`src/rtl/uart_wb_host_if.sv`:
```
// Bus bundle between the Wishbone-side host and the uart register port.
// wb_we follows the uart polarity: low writes, high reads.
interface uart_wb_host_if;
  logic [1:0] wb_addr;
  logic [7:0] wb_dout;
  logic [7:0] wb_din;
  logic       wb_we;
  logic       wb_clk;
  logic       wb_stb;
  logic       wb_ack;

  modport master (
    output wb_addr, wb_dout, wb_we, wb_clk, wb_stb,
    input  wb_din, wb_ack
  );

  modport slave (
    input  wb_addr, wb_dout, wb_we, wb_clk, wb_stb,
    output wb_din, wb_ack
  );
endinterface

```
`src/rtl/uart_wb_host.sv`:
```
// Host that sequences TX writes, RX reads and divider loads onto the uart bus,
// with DIV-first arbitration, TX/RX round-robin, ack timeout and a post-reset divider write.
module uart_wb_host #(
  parameter int RESET_DIV   = 78,
  parameter int ACK_TIMEOUT = 255
) (
  input  logic                  clk,
  input  logic                  reset,
  input  logic                  tx_valid,
  input  logic [7:0]            tx_data,
  output logic                  tx_ready,
  input  logic                  rx_req,
  output logic [7:0]            rx_data,
  output logic                  rx_valid,
  input  logic                  div_load,
  input  logic [7:0]            div_value,
  output logic                  busy,
  output logic                  err_timeout,
  uart_wb_host_if.master        wb
);

  typedef enum logic [2:0] {
    S_INIT, S_IDLE, S_SETUP, S_STROBE, S_RELEASE, S_DONE
  } state_t;

  typedef enum logic [1:0] {
    K_INIT, K_DIV, K_TX, K_RX
  } kind_t;

  localparam logic [7:0] TIMEOUT_LAST = 8'(ACK_TIMEOUT - 1);
  localparam logic [7:0] RESET_DIV_B  = 8'(RESET_DIV);

  state_t     state;
  kind_t      kind;
  logic       rx_pending;
  logic       div_pending;
  logic       div_fresh;
  logic [7:0] div_latched;
  logic       rr;
  logic [7:0] tmo_cnt;

  logic       div_want;
  logic       rx_want;
  logic [7:0] div_next_value;
  logic       pick_div;
  logic       pick_tx;
  logic       pick_rx;

  // Same-cycle pulses are visible to the arbiter so a load arriving in IDLE still wins.
  assign div_want       = div_pending | div_load;
  assign rx_want        = rx_pending | rx_req;
  assign div_next_value = div_load ? div_value : div_latched;

  always_comb begin
    pick_div = 1'b0;
    pick_tx  = 1'b0;
    pick_rx  = 1'b0;
    if (state == S_IDLE) begin
      if (div_want) begin
        pick_div = 1'b1;
      end else if (tx_valid && rx_want) begin
        if (rr) pick_rx = 1'b1;
        else    pick_tx = 1'b1;
      end else if (tx_valid) begin
        pick_tx = 1'b1;
      end else if (rx_want) begin
        pick_rx = 1'b1;
      end
    end
  end

  // div_fresh marks a load that arrived after the current DIV cycle was chosen,
  // so finishing that cycle must not discard it.
  always_ff @(posedge clk or posedge reset) begin
    if (reset) begin
      rx_pending  <= 1'b0;
      div_pending <= 1'b0;
      div_fresh   <= 1'b0;
      div_latched <= 8'h00;
    end else begin
      if (div_load) div_latched <= div_value;

      if (pick_div)      div_fresh <= 1'b0;
      else if (div_load) div_fresh <= 1'b1;

      if (state == S_DONE && kind == K_DIV) div_pending <= div_fresh | div_load;
      else if (div_load)                    div_pending <= 1'b1;

      if (state == S_DONE && kind == K_RX) rx_pending <= rx_req;
      else if (rx_req)                     rx_pending <= 1'b1;
    end
  end

  always_ff @(posedge clk or posedge reset) begin
    if (reset) begin
      state       <= S_INIT;
      kind        <= K_INIT;
      wb.wb_stb   <= 1'b0;
      wb.wb_clk   <= 1'b0;
      wb.wb_we    <= 1'b1;
      wb.wb_addr  <= 2'd0;
      wb.wb_dout  <= 8'h00;
      tx_ready    <= 1'b0;
      rx_valid    <= 1'b0;
      rx_data     <= 8'h00;
      busy        <= 1'b0;
      err_timeout <= 1'b0;
      rr          <= 1'b0;
      tmo_cnt     <= 8'h00;
    end else begin
      tx_ready <= 1'b0;
      rx_valid <= 1'b0;
      case (state)
        S_INIT: begin
          kind       <= K_INIT;
          wb.wb_addr <= 2'd2;
          wb.wb_dout <= RESET_DIV_B;
          wb.wb_we   <= 1'b0;
          wb.wb_stb  <= 1'b1;
          wb.wb_clk  <= 1'b0;
          busy       <= 1'b1;
          state      <= S_SETUP;
        end

        S_IDLE: begin
          busy <= 1'b0;
          if (pick_div) begin
            kind       <= K_DIV;
            wb.wb_addr <= 2'd2;
            wb.wb_dout <= div_next_value;
            wb.wb_we   <= 1'b0;
          end else if (pick_tx) begin
            kind       <= K_TX;
            wb.wb_addr <= 2'd0;
            wb.wb_dout <= tx_data;
            wb.wb_we   <= 1'b0;
            tx_ready   <= 1'b1;
          end else if (pick_rx) begin
            kind       <= K_RX;
            wb.wb_addr <= 2'd1;
            wb.wb_we   <= 1'b1;
          end
          if (pick_div || pick_tx || pick_rx) begin
            wb.wb_stb <= 1'b1;
            wb.wb_clk <= 1'b0;
            busy      <= 1'b1;
            state     <= S_SETUP;
          end
        end

        S_SETUP: begin
          wb.wb_clk <= 1'b1;
          tmo_cnt   <= 8'h00;
          state     <= S_STROBE;
        end

        S_STROBE: begin
          if (wb.wb_ack) begin
            if (kind == K_RX) rx_data <= wb.wb_din;
            wb.wb_clk <= 1'b0;
            tmo_cnt   <= 8'h00;
            state     <= S_RELEASE;
          end else if (tmo_cnt == TIMEOUT_LAST) begin
            err_timeout <= 1'b1;
            wb.wb_clk   <= 1'b0;
            wb.wb_stb   <= 1'b0;
            state       <= S_DONE;
          end else begin
            tmo_cnt <= tmo_cnt + 8'd1;
          end
        end

        S_RELEASE: begin
          if (!wb.wb_ack) begin
            wb.wb_stb <= 1'b0;
            rx_valid  <= (kind == K_RX);
            state     <= S_DONE;
          end else if (tmo_cnt == TIMEOUT_LAST) begin
            err_timeout <= 1'b1;
            wb.wb_stb   <= 1'b0;
            state       <= S_DONE;
          end else begin
            tmo_cnt <= tmo_cnt + 8'd1;
          end
        end

        S_DONE: begin
          if (kind == K_TX || kind == K_RX) rr <= ~rr;
          busy  <= 1'b0;
          state <= S_IDLE;
        end

        default: state <= S_IDLE;
      endcase
    end
  end

endmodule
```
`src/flat_wrapper.sv`:
```
// flat-port wrapper written by rule: the top's interface ports become plain ports
module uart_wb_host_flat 
#(
  parameter int RESET_DIV   = 78,
  parameter int ACK_TIMEOUT = 255
)
  (clk, reset, tx_valid, tx_data, tx_ready, rx_req, rx_data, rx_valid, div_load, div_value, busy, err_timeout, wb_wb_addr, wb_wb_dout, wb_wb_we, wb_wb_clk, wb_wb_stb, wb_wb_din, wb_wb_ack);
  uart_wb_host_if wb_i ();
  input  logic clk;
  input  logic reset;
  input  logic tx_valid;
  input  logic [7:0] tx_data;
  output logic tx_ready;
  input  logic rx_req;
  output logic [7:0] rx_data;
  output logic rx_valid;
  input  logic div_load;
  input  logic [7:0] div_value;
  output logic busy;
  output logic err_timeout;
  output wire logic [$bits(wb_i.wb_addr)-1:0] wb_wb_addr;
  output wire logic [$bits(wb_i.wb_dout)-1:0] wb_wb_dout;
  output wire logic [$bits(wb_i.wb_we)-1:0] wb_wb_we;
  output wire logic [$bits(wb_i.wb_clk)-1:0] wb_wb_clk;
  output wire logic [$bits(wb_i.wb_stb)-1:0] wb_wb_stb;
  input wire logic [$bits(wb_i.wb_din)-1:0] wb_wb_din;
  input wire logic [$bits(wb_i.wb_ack)-1:0] wb_wb_ack;
  assign wb_wb_addr = wb_i.wb_addr;
  assign wb_wb_dout = wb_i.wb_dout;
  assign wb_wb_we = wb_i.wb_we;
  assign wb_wb_clk = wb_i.wb_clk;
  assign wb_wb_stb = wb_i.wb_stb;
  assign wb_i.wb_din = wb_wb_din;
  assign wb_i.wb_ack = wb_wb_ack;
  uart_wb_host #(.RESET_DIV(RESET_DIV), .ACK_TIMEOUT(ACK_TIMEOUT)) u_core (.clk(clk), .reset(reset), .tx_valid(tx_valid), .tx_data(tx_data), .tx_ready(tx_ready), .rx_req(rx_req), .rx_data(rx_data), .rx_valid(rx_valid), .div_load(div_load), .div_value(div_value), .busy(busy), .err_timeout(err_timeout), .wb(wb_i));
endmodule
```
`config.mk`:
```
export PLATFORM = sky130hd
export DESIGN_NAME = uart_wb_host_flat
export DESIGN_NICKNAME = d
export VERILOG_FILES = /design/src/rtl/uart_wb_host_if.sv /design/src/rtl/uart_wb_host.sv /design/src/flat_wrapper.sv
export SDC_FILE = /design/constraint.sdc
export NUM_CORES = 1
export LEC_CHECK = 0
export ABC_AREA = 1
export ABC_CLOCK_PERIOD_IN_PS = 1580
export BUFFER_PORTS_ARGS = -buffer_cell sky130_fd_sc_hd__buf_2
export CAP_MARGIN = 10
export CORE_UTILIZATION = 23
export CTS_CLUSTER_SIZE = 20
export DETAILED_ROUTE_END_ITERATION = 8
export PLACE_DENSITY = 0.45
export SETUP_SLACK_MARGIN = 0.5
export SLEW_MARGIN = 40
export SYNTH_ARGS = -nofsm -noshare
export SYNTH_HDL_FRONTEND = slang
export SYNTH_SLANG_ARGS = --single-unit
export TNS_END_PERCENT = 5
```
`constraint.sdc`:
```
create_clock -name clk -period 1.58 [get_ports clk]
set_input_delay 0.158 -clock clk [delete_from_list [all_inputs] [get_ports clk]]
set_output_delay 0.158 -clock clk [all_outputs]
set_load 0.02 [all_outputs]
```
* After elaboration in Yosys (flattened, before gate mapping)
Cells that the tools add are included. W data, S select, Z words.
Word-level totals: bits in registers 50, word-level logic and storage cells 125, input bits 30, output and inout port bits 25
Cells by class: mux-type cells 63, reductions and logical operators 24, bitwise operators 4, $add $sub $neg 1, equality and inequality tests 15
Operator list (count):
- $mux W8 | 6
- $mux W1 | 37
- $pmux W8 S3 | 1
- $pmux W8 S2 | 1
- $pmux W3 S5 | 1
- $mux W2 | 6
- $mux W3 | 4
- $reduce_and A3 Y1 | 4
- $reduce_bool A2 Y1 | 5
- $add A8 B1 Y8 const B | 1
- $eq A8 B8 Y1 const B | 1
- $pmux W1 S4 | 2
- $pmux W2 S2 | 2
- $reduce_and A2 Y1 | 4
- $reduce_bool A4 Y1 | 2
- $eq A3 B2 Y1 const B | 2
- $eq A3 B3 Y1 const B | 2
- $ne A2 B2 Y1 const B | 3
- $reduce_bool A3 Y1 | 2
- $eq A2 B2 Y1 const B | 2
- $ne A4 B1 Y1 const B | 1
- $pmux W1 S2 | 2
- $eq A3 B1 Y1 const B | 1
- $logic_and A1 B1 Y1 | 3
- other kinds (8) | 12

* Depth between registers and ports, before layout
Gate-level depths: netlist of run 1.
depth after elaboration 10, gate-level depth with buffers 9, gate-level depth less buffers 9

* Worst setup path after synthesis of run 1
No wires, ideal clock.
path type register to register, start register u_core.tmo_cnt[0], end register u_core.wb.wb_clk, buffers on the path 0, cell stages (with the launch flop) 10, setup slack 224 ps, required time 1463 ps, arrival 1239 ps, clock period less this slack 1356 ps, cells stage by stage dfrtp_1 inv_1 ha_1 nand2_1 nor2_1 nand2_2 nand3_1 nand3_1 nand2_1 nand2_1
Between the ends: longest elaborated chain between the ends 3
RTL lines:
- start, declared | RTL line uart_wb_host.sv:40 | logic [7:0] tmo_cnt;
- start signal, assigned | RTL line uart_wb_host.sv:169 | tmo_cnt <= tmo_cnt + 8'd1;
- start signal, assigned | RTL line uart_wb_host.sv:183 | tmo_cnt <= tmo_cnt + 8'd1;
- $eq A8 B8 Y1 | RTL line uart_wb_host.sv:163 | end else if (tmo_cnt == TIMEOUT_LAST) begin
- $ne A3 B2 Y1 (no source line)
- $reduce_and A3 Y1 (no source line)
- end signal, assigned | RTL line uart_wb_host.sv:152 | wb.wb_clk <= 1'b1;
- end signal, assigned | RTL line uart_wb_host.sv:160 | wb.wb_clk <= 1'b0;
- end signal, assigned | RTL line uart_wb_host.sv:165 | wb.wb_clk <= 1'b0;
- end, declared | RTL line uart_wb_host_if.sv:13 | output wb_addr, wb_dout, wb_we, wb_clk, wb_stb,
Every way passes these cells. A chain may end at the register's enable or synchronous reset.

* Worst setup path in the final report of run 1
Same ends and word-level chain as after synthesis.

==> impl_metrics.csv, run 1 <==
group,metric,value,unit
synthesis,yosysTopAreaCell,"dfrtp_1",
sta,post-route-period-util,85.36,%
synthesis,synth_top_area_share,50.36,%
worst_setup_path,required,1.79,ns
detailed_routing,drtPass1Iterations,5,
floorplanning,num_rows,37,
worst_setup_path,r2r-start,"u_core.tmo_cnt[0]$_DFFE_PP0P_",
global_route,grt_first_pass_wirelength,10340,um
global_route,antenna_found_initial,0,
floorplanning,pin_count,55,
detailed_routing,routed_via_density,4.116,
synthesis,ys_seq_area_share,51.44,%
worst_hold_path,holdPathEnd,"u_core.rx_pending$_DFFE_PP0P_",
synthesis,yosysMostFrequentCell,"nand2_1",
clocking,insertion_delay,0.31,ns
worst_setup_path,crit_fanout,8,
sta,tightest_slew,0.3900,ns
power_and_ir_drop,power.switching,0.001904,W
placed_design,globalplace.congestion,0.7632,
synthesis,ys_top_cells_by_area,"dfrtp_1, nand2_1, inv_1",
clocking,cts_sinks,50,
synthesis,synth-edff-count,0,
worst_hold_path,min_from,"rx_req",
worst_setup_path,worst_r2r_endpoint,"u_core.wb.wb_clk$_DFFE_PP0P_",
synthesis,synth_area_per_cell,8.009,um^2
synthesis,ys_async_sr_fraction,100.0,%
worst_setup_path,startpoint_type,"flip-flop",
synthesis,syn_inst,304,
flow_run,cap_violations,0,
floorplanning,die-height,104.9,um
worst_hold_path,hold-path-cell-count,3,
cells_and_area,nets,422,
cells_and_area,multi_input_area,1127,um^2
detailed_routing,ant_nets,0,
clocking,cts_buffers,5,
sta,slew_viol_final,0,
sta,setup_viol,0,
worst_setup_path,end_kind,"flip-flop",
clocking,cts-htree-levels,2,
power_and_ir_drop,clkPwrFrac,20.1,%
power_and_ir_drop,switching_share,39.92,%
detailed_routing,wirelength,6187,um
placed_design,dpl.hpwl,4227,um
worst_hold_path,hp-class,"input pin to flip-flop",
run_status,status,"complete, no violations",
global_route,grt_pass1_vias,2174,
floorplanning,initial_core_util,23.69,%
power_and_ir_drop,comb_power_share,43.1,%
synthesis,ys.flop_type,"dfrtp_1",
detailed_routing,first_iter_violations,97,
cells_and_area,nFillCells,1097,
power_and_ir_drop,p_int,0.002865,W
floorplanning,die_area,11000,um^2
sta,relSlewSlack,73.95,%
synthesis,synth_nets,336,
power_and_ir_drop,p_leak,1.788,nW
sta,fmax,741.5,MHz
clocking,cts_tree,"yes",
sta,finalSetupTns,0,ns
sta,hold_violations,0,
floorplanning,coreArea,10280,um^2
floorplanning,die_w,104.9,um
synthesis,synth_area,2435,um^2
placed_design,io_buffers,54,
synthesis,ys_top_cells_by_count,"nand2_1, dfrtp_1, inv_1",
clocking,clockBufferDepth,2,
sta,rsz0062_at_grt,"yes",
cells_and_area,final_layout_size_suffix_gt1_share,33.76,%
worst_setup_path,cp.arrival,1.56,ns
cells_and_area,num_antenna_cells,0,
power_and_ir_drop,cellPowerDensity,1428,nW/um^2
clocking,cts_root_buf,"clkbuf_8",
worst_setup_path,rr_worst_depth,9,
detailed_routing,vias,2169,
synthesis,ys_types,32,
sta,period_needed,1.349,ns
worst_setup_path,critPathKind,"flip-flop to flip-flop",
global_route,grt_overflow_total,0,
global_route,grt_max_degree,36,
power_and_ir_drop,seq_power_share,36.8,%
synthesis,yosys_register_bits,50,
clocking,clkTransAtPathRegs,0.10,ns
detailed_routing,wl_per_cell,11.74,um
detailed_routing,post-route-drc-count,0,
synthesis,yosys_warnings,0,
sta,whs,0.04135,ns
cells_and_area,syn_to_final_growth,37.10,%
worst_setup_path,ff2ff_setup_slack,0.23,ns
global_route,grt_use_total,11.85,%
cells_and_area,seqCellArea,1257,um^2
sta,skew,0.01004,ns
power_and_ir_drop,max-vdd-ir-drop,695.0,uV
==> metal layers <==
layer / GRT usage, % / share of wire [%]
met5: 0 / 0
met4: 4.125 / 1.8
met3: 3.119 / 4.8
met2: 17.88 / 44
met1: 16.31 / 49
==> sequential cells by signal, summed over array words and instances (netlist names) <==
name	flops
u_core.tmo_cnt	8
u_core.rx_pending	1
u_core.wb.wb_we	1
u_core.div_fresh	1
u_core.wb.wb_dout	8
u_core.rr	1
u_core.div_pending	1
u_core.err_timeout	1
u_core.state	3
u_core.busy	1
u_core.kind	2
u_core.div_latched	8
u_core.wb.wb_stb	1
u_core.rx_valid	1
u_core.rx_data	8
u_core.wb.wb_clk	1
u_core.wb.wb_addr	2
u_core.tx_ready	1
==> area by class of cell <==
class | instances | share of cell area, %
clock buffers | 7 | 2.586
inverters | 34 | 4.160
clock inverters | 1 | 0.8996
multi-input cells | 217 | 33.77
repair buffers | 82 | 15.82
flip-flops and latches | 50 | 37.67
well taps | 136 | 5.097
==> power groups by stage <==
| stage | clock (W) | combinational [W] | sequential, W |
|---|---|---|---|
| after floorplan | 0 | 0.00103 | 0.00186 |
| after global placement | 0 | 0.00162 | 0.00178 |
| after detailed placement | 0 | 0.00162 | 0.00177 |
| after CTS | 0.00100 | 0.00179 | 0.00176 |
| after global routing | 0.00105 | 0.00227 | 0.00178 |
| final | 0.000960 | 0.00205 | 0.00175 |
==> worst max-delay path, cell delays in order, from the launching register on <==
cell and delay (ns):
dfrtp_1 0.40, inv_2 0.07, ha_1 0.16, nand2_2 0.08
nor2_4 0.15, nand2_4 0.10, nand3_2 0.09, nand3_1 0.08
nand2_1 0.06, nand2_1 0.05
==> metrics by stage <==
step	util [%]	total power, W	instance area (um^2)	setup WS (ns)	instances
final	32.48	0.004768	3338	0.2313	527
after global routing	32.48	0.005105	3338	0.1365	527
after global placement	28.39	0.003398	2918	0.1063	497
after CTS	30.91	0.004560	3177	0.2087	518
after floorplan	-	0.002890	2439	0.2239	304
after detailed placement	28.39	0.003390	2918	0.05817	497
==> worst max-delay path by stage <==
stage | start | end | slack (ns)
after CTS | u_core.state[2]$_DFFE_PP0P_ | u_core.kind[1]$_DFFE_PP0P_ | 0.21
after detailed placement | u_core.tmo_cnt[0]$_DFFE_PP0P_ | u_core.wb.wb_clk$_DFFE_PP0P_ | 0.06
final | u_core.tmo_cnt[0]$_DFFE_PP0P_ | u_core.wb.wb_clk$_DFFE_PP0P_ | 0.23
after floorplan | u_core.tmo_cnt[0]$_DFFE_PP0P_ | u_core.wb.wb_clk$_DFFE_PP0P_ | 0.22
after global routing | u_core.tmo_cnt[0]$_DFFE_PP0P_ | u_core.tmo_cnt[5]$_DFFE_PP0P_ | 0.14
after global placement | u_core.tmo_cnt[0]$_DFFE_PP0P_ | u_core.wb.wb_clk$_DFFE_PP0P_ | 0.11
==> cells by family after synthesis <==
| kind of cell | Yosys count | synth area share, % |
|---|---|---|
| adders and majority gates | 2 | 1.028 |
| DFF | 50 | 51.44 |
| buffers and inverters | 38 | 6.320 |
| xor gates and xnor gates | 3 | 1.079 |
| AOI/OAI and AO/OA | 29 | 6.835 |
| and+or+nand+nor | 182 | 33.30 |
==> layout by cell type, fill, tap and decap left out, types with 2 or more instances in the layout <==
cell type	Yosys	layout
a21oi_1	3	3
buf_12	0	3
buf_2	3	54
buf_4	0	22
buf_6	1	2
clkbuf_8	0	6
dfrtp_1	49	45
dfrtp_2	0	4
ha_1	2	2
inv_1	28	24
inv_2	6	6
inv_4	0	3
nand2_1	126	118
nand2_2	3	8
nand2_4	3	6
nand3_1	13	12
nand3_4	1	2
nand4_1	3	3
nand4_4	1	2
nor2_1	23	20
nor2_2	1	2
nor2_4	1	3
nor3_1	3	2
o21ai_0	13	11
o21ai_1	7	9
o22ai_1	2	2
xor2_1	2	2
==> timing repair <==
item,4_1_cts,5_1_grt
pin swaps,6,13
cloned,1,0
setup buffers,11,9
hold buffers,1,0
endpoints found under the hold margin,14,0
endpoints found under the setup margin,42,46
resized for setup,12,23
(Power assumes the default switching activity.)
==> inputs of run 2 (changes only) <==
ABC_AREA = default   (was 1)
==> run 2 against run 1 <==
  * Fmax down 11%
  * Clock power is 7.0% lower
  * Sequential share of layout area is 1.3 points higher
  * Highest routed layer unchanged
  * Area after synthesis is 3.8% lower
  * Cell area fell by 3.5%
  * Combinational power rose by 5%
  * Sequential power decreased by 3%
  * Non-clock buffer count grew 5
  * Die area shrank 3.7%
==> impl_metrics.csv, run 2 <==
group,metric,value,unit
cells_and_area,nFillCells,1037,
worst_setup_path,r2r-start,"u_core.state[0]$_DFFE_PP0P_",
power_and_ir_drop,cellPowerDensity,1474,nW/um^2
placed_design,placed_area,2990,um^2
global_route,grt_overflow_total,0,
worst_setup_path,startpoint_type,"flip-flop",
power_and_ir_drop,power.switching,0.001731,W
worst_hold_path,hp-class,"input pin to flip-flop",
synthesis,synth_area,2342,um^2
cells_and_area,final_common_cell,"buf_2",
placed_design,dpl.hpwl,4229,um
detailed_routing,post-route-drc-count,0,
clocking,clockBufferDepth,2,
cells_and_area,finalNonFillerCells,437,
sta,fmax,661.6,MHz
cells_and_area,nets,335,
flow_run,cap_violations,0,
detailed_routing,drtPass1Iterations,4,
detailed_routing,met3_length,256,um
placed_design,post-place-cells,422,
detailed_routing,ant_nets,0,
sta,setup_viol,0,
synthesis,synth_nets,250,
synthesis,yosys_register_bits,50,
power_and_ir_drop,clkPwrFrac,18.8,%
synthesis,yosysMostFrequentCell,"dfrtp_1",
cells_and_area,post-route-util,32.80,%
sta,rsz0062_at_grt,"yes",
synthesis,syn_inst,218,
sta,skew,0.005885,ns
synthesis,ys_top_cells_by_area,"dfrtp_1, mux2_2, a21oi_1",
worst_hold_path,min_from,"rx_req",
global_route,grt_pass1_vias,1922,
worst_setup_path,crit_fanout,15,
power_and_ir_drop,seq_power_share,35.9,%
sta,period_needed,1.511,ns
cells_and_area,final_layout_size_suffix_gt1_share,44.08,%
floorplanning,initial_core_util,23.85,%
synthesis,synth_area_per_cell,10.74,um^2
detailed_routing,vias,1897,
synthesis,ys_async_sr_fraction,100.0,%
detailed_routing,routed_via_density,4.341,
worst_setup_path,rr_worst_depth,5,
floorplanning,pin_count,55,
sta,finalSetupTns,0,ns
clocking,cts_buffers,5,
clocking,cts_tree,"yes",
synthesis,ys_types,45,
worst_setup_path,worst_r2r_endpoint,"u_core.wb.wb_dout[6]$_DFFE_PP0P_",
worst_setup_path,end_kind,"flip-flop",
power_and_ir_drop,switching_share,36.46,%
floorplanning,num_rows,36,
floorplanning,die_area,10590,um^2
floorplanning,die-height,102.9,um
power_and_ir_drop,max-vdd-ir-drop,688.7,uV
placed_design,globalplace.congestion,0.7364,
detailed_routing,wl_met1,2868,um
sta,relSlewSlack,76.76,%
global_route,grt_max_degree,26,
clocking,cts_root_buf,"clkbuf_8",
detailed_routing,wl_met2,2592,um
worst_setup_path,critPathKind,"flip-flop to flip-flop",
power_and_ir_drop,p_leak,1.489,nW
cells_and_area,num_antenna_cells,0,
cells_and_area,stdcell_area,3221,um^2
run_status,status,"complete, no violations",
synthesis,synth-edff-count,0,
sta,hold_violations,0,
worst_setup_path,required,1.77,ns
worst_hold_path,holdPathEnd,"u_core.rx_pending$_DFFE_PP0P_",
detailed_routing,wirelength,5756,um
global_route,antenna_found_initial,0,
clocking,cts-htree-levels,2,
synthesis,yosys_warnings,0,
global_route,grt_use_total,11.64,%
synthesis,ys.flop_type,"dfrtp_1",
power_and_ir_drop,p_int,0.003016,W
synthesis,yosysTopAreaCell,"dfrtp_1",
floorplanning,die_w,102.9,um
detailed_routing,top_layer_used,"met4",
sta,tightest_slew,0.3474,ns
worst_setup_path,ff2ff_setup_slack,0.07,ns
clocking,cts_sinks,50,
global_route,grt_first_pass_wirelength,9466,um
synthesis,ys_seq_area_share,53.47,%
floorplanning,coreArea,9819,um^2
clocking,insertion_delay,0.30,ns
synthesis,ys_top_cells_by_count,"dfrtp_1, nand2_1, a21oi_1",
cells_and_area,final_cell_mix,"buf_2, dfrtp_1, buf_4",
worst_hold_path,hold-path-cell-count,2,
sta,slew_viol_final,0,
worst_setup_path,cp.arrival,1.71,ns
clocking,clkTransAtPathRegs,0.09,ns
power_and_ir_drop,comb_power_share,45.3,%
synthesis,synth_top_area_share,52.35,%
sta,post-route-period-util,95.66,%
detailed_routing,wl_per_cell,13.17,um
cells_and_area,syn_to_final_growth,37.50,%
placed_design,io_buffers,54,
detailed_routing,first_iter_violations,54,
[run 2: cell types whose count changed after synthesis, sizes merged, moves of 5 or more]
cell / delta
nand2: -109
inv: -28
mux2: +16
a21oi: +14
nand3: -11
o21ai: -10
nor2: -9
a21o: +5
mux2i: +5
o41ai: +5
[run 2: cell families after synthesis]
family	synth area share [%]
and+or+nand+nor	15.65
AOI/OAI and AO/OA	16.51
DFF	53.47
muxes	9.829
buffers and inverters	3.098
adders and majority gates	1.068
xor gates and xnor gates	0.3740
[run 2: what timing repair did]
action,in CTS,in global routing
endpoints found under the hold margin,12,0
buffers inserted,3,2
hold buffers,1,0
setup endpoints to repair,42,44
pin swaps,1,1
cloned,0,1
resized for setup,12,8
[run 2: worst max-delay path, stage by stage (launching register included)]
cell	delay, ns
dfrtp_1	0.43
or3b_4	0.42
a22oi_4	0.19
buf_12	0.17
a21oi_1	0.05
a21o_1	0.15
[run 2: per-stage QoR]
| stage | worst slack, ns | total power [W] | hold slack, ns |
|---|---|---|---|
| 5_1_grt | 0.01586 | 0.005064 | 0.07662 |
| 6_report | 0.06854 | 0.004746 | 0.08071 |
| 2_1_floorplan | 0.09724 | 0.002890 | 0.2305 |
| 3_3_place_gp | 0.02030 | 0.003621 | 0.1414 |
| 4_1_cts | 0.07027 | 0.004691 | 0.07364 |
| 3_5_place_dp | -0.04952 | 0.003617 | 0.1336 |
[run 2: power by group through the flow]
stage                     clock, W  sequential [W]  combinational [W]
after floorplan                  0         0.00187            0.00102
after global placement           0         0.00173            0.00189
after detailed placement         0         0.00172            0.00189
after CTS                 0.000931         0.00171            0.00205
after global routing      0.000980         0.00174            0.00234
final                     0.000893         0.00170            0.00215
[run 2: layer usage]
| layer | global-route usage (%) | up-vias |
|---|---|---|
| met1 | 15.76 | 905 |
| met5 | 0 | - |
| li1 | - | 954 |
| met2 | 18.05 | 36 |
| met4 | 4.009 | 0 |
| met3 | 2.983 | 2 |
[run 2: cell type report]
class | count | area [um^2] | share of cell area [%]
tap | 133 | 166.4 | 5.167
sequential | 50 | 1256 | 39.01
timing repair buffer | 87 | 566.8 | 17.60
inverter | 6 | 22.52 | 0.6993
multi-input combinational | 153 | 1102 | 34.23
clock inverter | 1 | 30.03 | 0.9324
clock buffer | 7 | 76.32 | 2.370
[run 2: worst max path at each step]
stage | slack (ns) | to | from | depth (start not counted)
final | 0.07 | u_core.wb.wb_dout[6]$_DFFE_PP0P_ | u_core.state[0]$_DFFE_PP0P_ | 5
after global routing | 0.02 | u_core.wb.wb_dout[6]$_DFFE_PP0P_ | u_core.state[0]$_DFFE_PP0P_ | 5
after CTS | 0.07 | u_core.wb.wb_dout[6]$_DFFE_PP0P_ | u_core.state[0]$_DFFE_PP0P_ | 5
after detailed placement | -0.05 | u_core.wb.wb_dout[4]$_DFFE_PP0P_ | u_core.state[1]$_DFFE_PP0P_ | 5
after global placement | 0.02 | u_core.wb.wb_dout[7]$_DFFE_PP0P_ | u_core.state[1]$_DFFE_PP0P_ | 5
after floorplan | 0.1 | u_core.wb.wb_dout[1]$_DFFE_PP0P_ | u_core.div_pending$_DFFE_PP0P_ | 5
==> inputs of run 3 (changes only) <==
ABC_CLOCK_PERIOD_IN_PS = 1420   (was 1580)
clock period = 1.42 ns   (was 1.58 ns; I/O delays follow)
==> run 3 against run 2 <==
  * The flow now finishes with violations (negative setup slack)
  * Cell area grew 11%
  * Sequential power grew 16%
  * Die area is the same
  * Power grew 21%
  * Fmax shrank 1.1%
  * Largest cell class unchanged
==> impl_metrics.csv, run 3 (synthesis gave the netlist of run 2 again) <==
group,metric,value,unit
placed_design,dpl.hpwl,4350,um
sta,slew_viol_final,0,
placed_design,globalplace.congestion,0.7883,
worst_setup_path,path_cells,"or3b_4 > a22oi_4 > buf_12 > a21oi_1 > a21o_1",
floorplanning,pin_count,55,
global_route,grt_first_pass_wirelength,10360,um
power_and_ir_drop,max-vdd-ir-drop,749.3,uV
global_route,grt_pass1_vias,2149,
sta,rsz0062_at_grt,"yes",
detailed_routing,first_iter_violations,81,
clocking,clockBufferDepth,2,
global_route,grt_max_degree,29,
cells_and_area,nFillCells,1039,
sta,fmax,654.2,MHz
clocking,clkTransAtPathRegs,0.09,ns
cells_and_area,finalNonFillerCells,452,
clocking,cts_sinks,50,
detailed_routing,drtPass1Iterations,4,
worst_hold_path,hp-class,"input pin to flip-flop",
worst_setup_path,required,1.61,ns
clocking,cts-htree-levels,2,
placed_design,post-place-cells,439,
floorplanning,die-height,102.9,um
floorplanning,num_rows,36,
worst_setup_path,max_stage_delay,0.44,ns
worst_setup_path,end_kind,"flip-flop",
sta,period_needed,1.528,ns
detailed_routing,wl_per_cell,13.24,um
sta,relSlewSlack,75.97,%
cells_and_area,nets,350,
cells_and_area,num_antenna_cells,0,
worst_setup_path,cp.arrival,1.72,ns
cells_and_area,final_cell_mix,"dfrtp_1, buf_4, buf_6",
power_and_ir_drop,cellPowerDensity,1604,nW/um^2
placed_design,placed_area,3118,um^2
clocking,cts_buffers,5,
floorplanning,die_w,102.9,um
sta,setup_slack,-0.1085,ns
detailed_routing,routed_via_density,4.507,
power_and_ir_drop,p_leak,1.623,nW
sta,tightest_slew,0.3604,ns
detailed_routing,ant_nets,0,
cells_and_area,final_common_cell,"dfrtp_1",
detailed_routing,wirelength,5984,um
clocking,cts_tree,"yes",
floorplanning,die_area,10590,um^2
clocking,cts_root_buf,"clkbuf_8",
floorplanning,coreArea,9819,um^2
cells_and_area,final_layout_size_suffix_gt1_share,52.35,%
worst_setup_path,critPathKind,"flip-flop to flip-flop",
worst_setup_path,cpMaxStageDelayCell,"dfrtp_2",
placed_design,io_buffers,54,
global_route,grt_overflow_total,0,
floorplanning,initial_core_util,23.85,%
detailed_routing,post-route-drc-count,0,
clocking,insertion_delay,0.30,ns
sta,setup_viol,20,
cells_and_area,syn_to_final_growth,52.62,%
detailed_routing,vias,2037,
global_route,grt_use_total,12.51,%
sta,post-route-period-util,107.6,%
sta,hold_violations,0,
global_route,antenna_found_initial,0,
cells_and_area,stdcell_area,3575,um^2
run_status,violations,"negative setup slack",
worst_setup_path,crit_fanout,16,
sta,skew,0.006161,ns
flow_run,cap_violations,0,
worst_setup_path,startpoint_type,"flip-flop",
run_status,status,"finished, violations left",
==> run 3: changes by cell type in the layout (fill, tap and decap cells not counted), sizes merged <==
cell      before  now
clkinv         0    1
clkinvlp       0    1
clkbuf         7    6
buf           86  101
bufinv         1    0
==> run 3: final timing paths <==
kind | from | endpoint | slack, ns | depth (start not counted)
setup / recovery | u_core.state[0]$_DFFE_PP0P_ | u_core.wb.wb_dout[3]$_DFFE_PP0P_ | -0.11 | 5
hold / removal | rx_req | u_core.rx_pending$_DFFE_PP0P_ | 0.06 | 2
setup reg to reg | u_core.state[0]$_DFFE_PP0P_ | u_core.wb.wb_dout[3]$_DFFE_PP0P_ | -0.11 | 5
hold reg to reg | u_core.wb.wb_we$_DFFE_PP1P_ | u_core.wb.wb_we$_DFFE_PP1P_ | 0.48 | 2
max in group asynchronous | reset | u_core.wb.wb_we$_DFFE_PP1P_ | 0.66 | 4
min in group asynchronous | reset | u_core.div_latched[1]$_DFF_PP0_ | 0.43 | 4
==> run 3: routing by layer <==
layer,up-vias,share of wire [%],global-route usage (%)
met5,-,0,0
met2,43,48,20.62
met1,1006,47,17.05
met4,0,0.28,2.275
li1,986,-,-
met3,2,4.4,2.712
==> run 3: layout make-up <==
class / instances / area [um^2] / share of cell area (%)
clock buffer: 6 / 82.58 / 2.310
clock inverter: 2 / 12.51 / 0.3500
inverter: 6 / 22.52 / 0.6300
multi-input combinational: 153 / 1180 / 33.01
sequential: 50 / 1257 / 35.18
tap: 133 / 166.4 / 4.655
timing repair buffer: 102 / 853.3 / 23.87
==> run 3: metrics by stage <==
step | setup WS (ns) | util [%] | setup TNS [ns] | power (W) | hold slack, ns
after floorplan | -0.06276 | - | -0.4254 | 0.003216 | 0.2145
after detailed placement | -0.2217 | 31.75 | -3.687 | 0.004230 | 0.2199
after CTS | -0.09692 | 35.77 | -1.893 | 0.005613 | 0.05517
after global routing | -0.1541 | 36.40 | -2.765 | 0.006136 | 0.05619
final | -0.1085 | 36.40 | -1.023 | 0.005734 | 0.06346
after global placement | -0.1965 | 31.75 | -3.028 | 0.004240 | 0.2148
==> run 3: worst max-delay path: cells and delay by family, from the launching register on <==
| kind | cells | cell delay (ns) |
|---|---|---|
| simple gates | 1 | 0.42 |
| buf+inv | 1 | 0.17 |
| flops | 1 | 0.44 |
| compound gates | 3 | 0.39 |
==> run 3: timing repair <==
action,4_1_cts,5_1_grt
buffers inserted,1,3
setup endpoints to repair,67,67
gates cloned,0,0
endpoints found under the hold margin,49,0
resized for setup,81,13
pin swaps,16,10
hold buffers,1,0
==> run 3: power by group <==
group	leakage (nW)	switching (W)	internal [W]
Combinational	0.959	0.00136	0.00153
Clock	0.0472	0.000482	0.000393
Sequential	0.616	0.000257	0.00171
Total	1.62	0.00210	0.00364
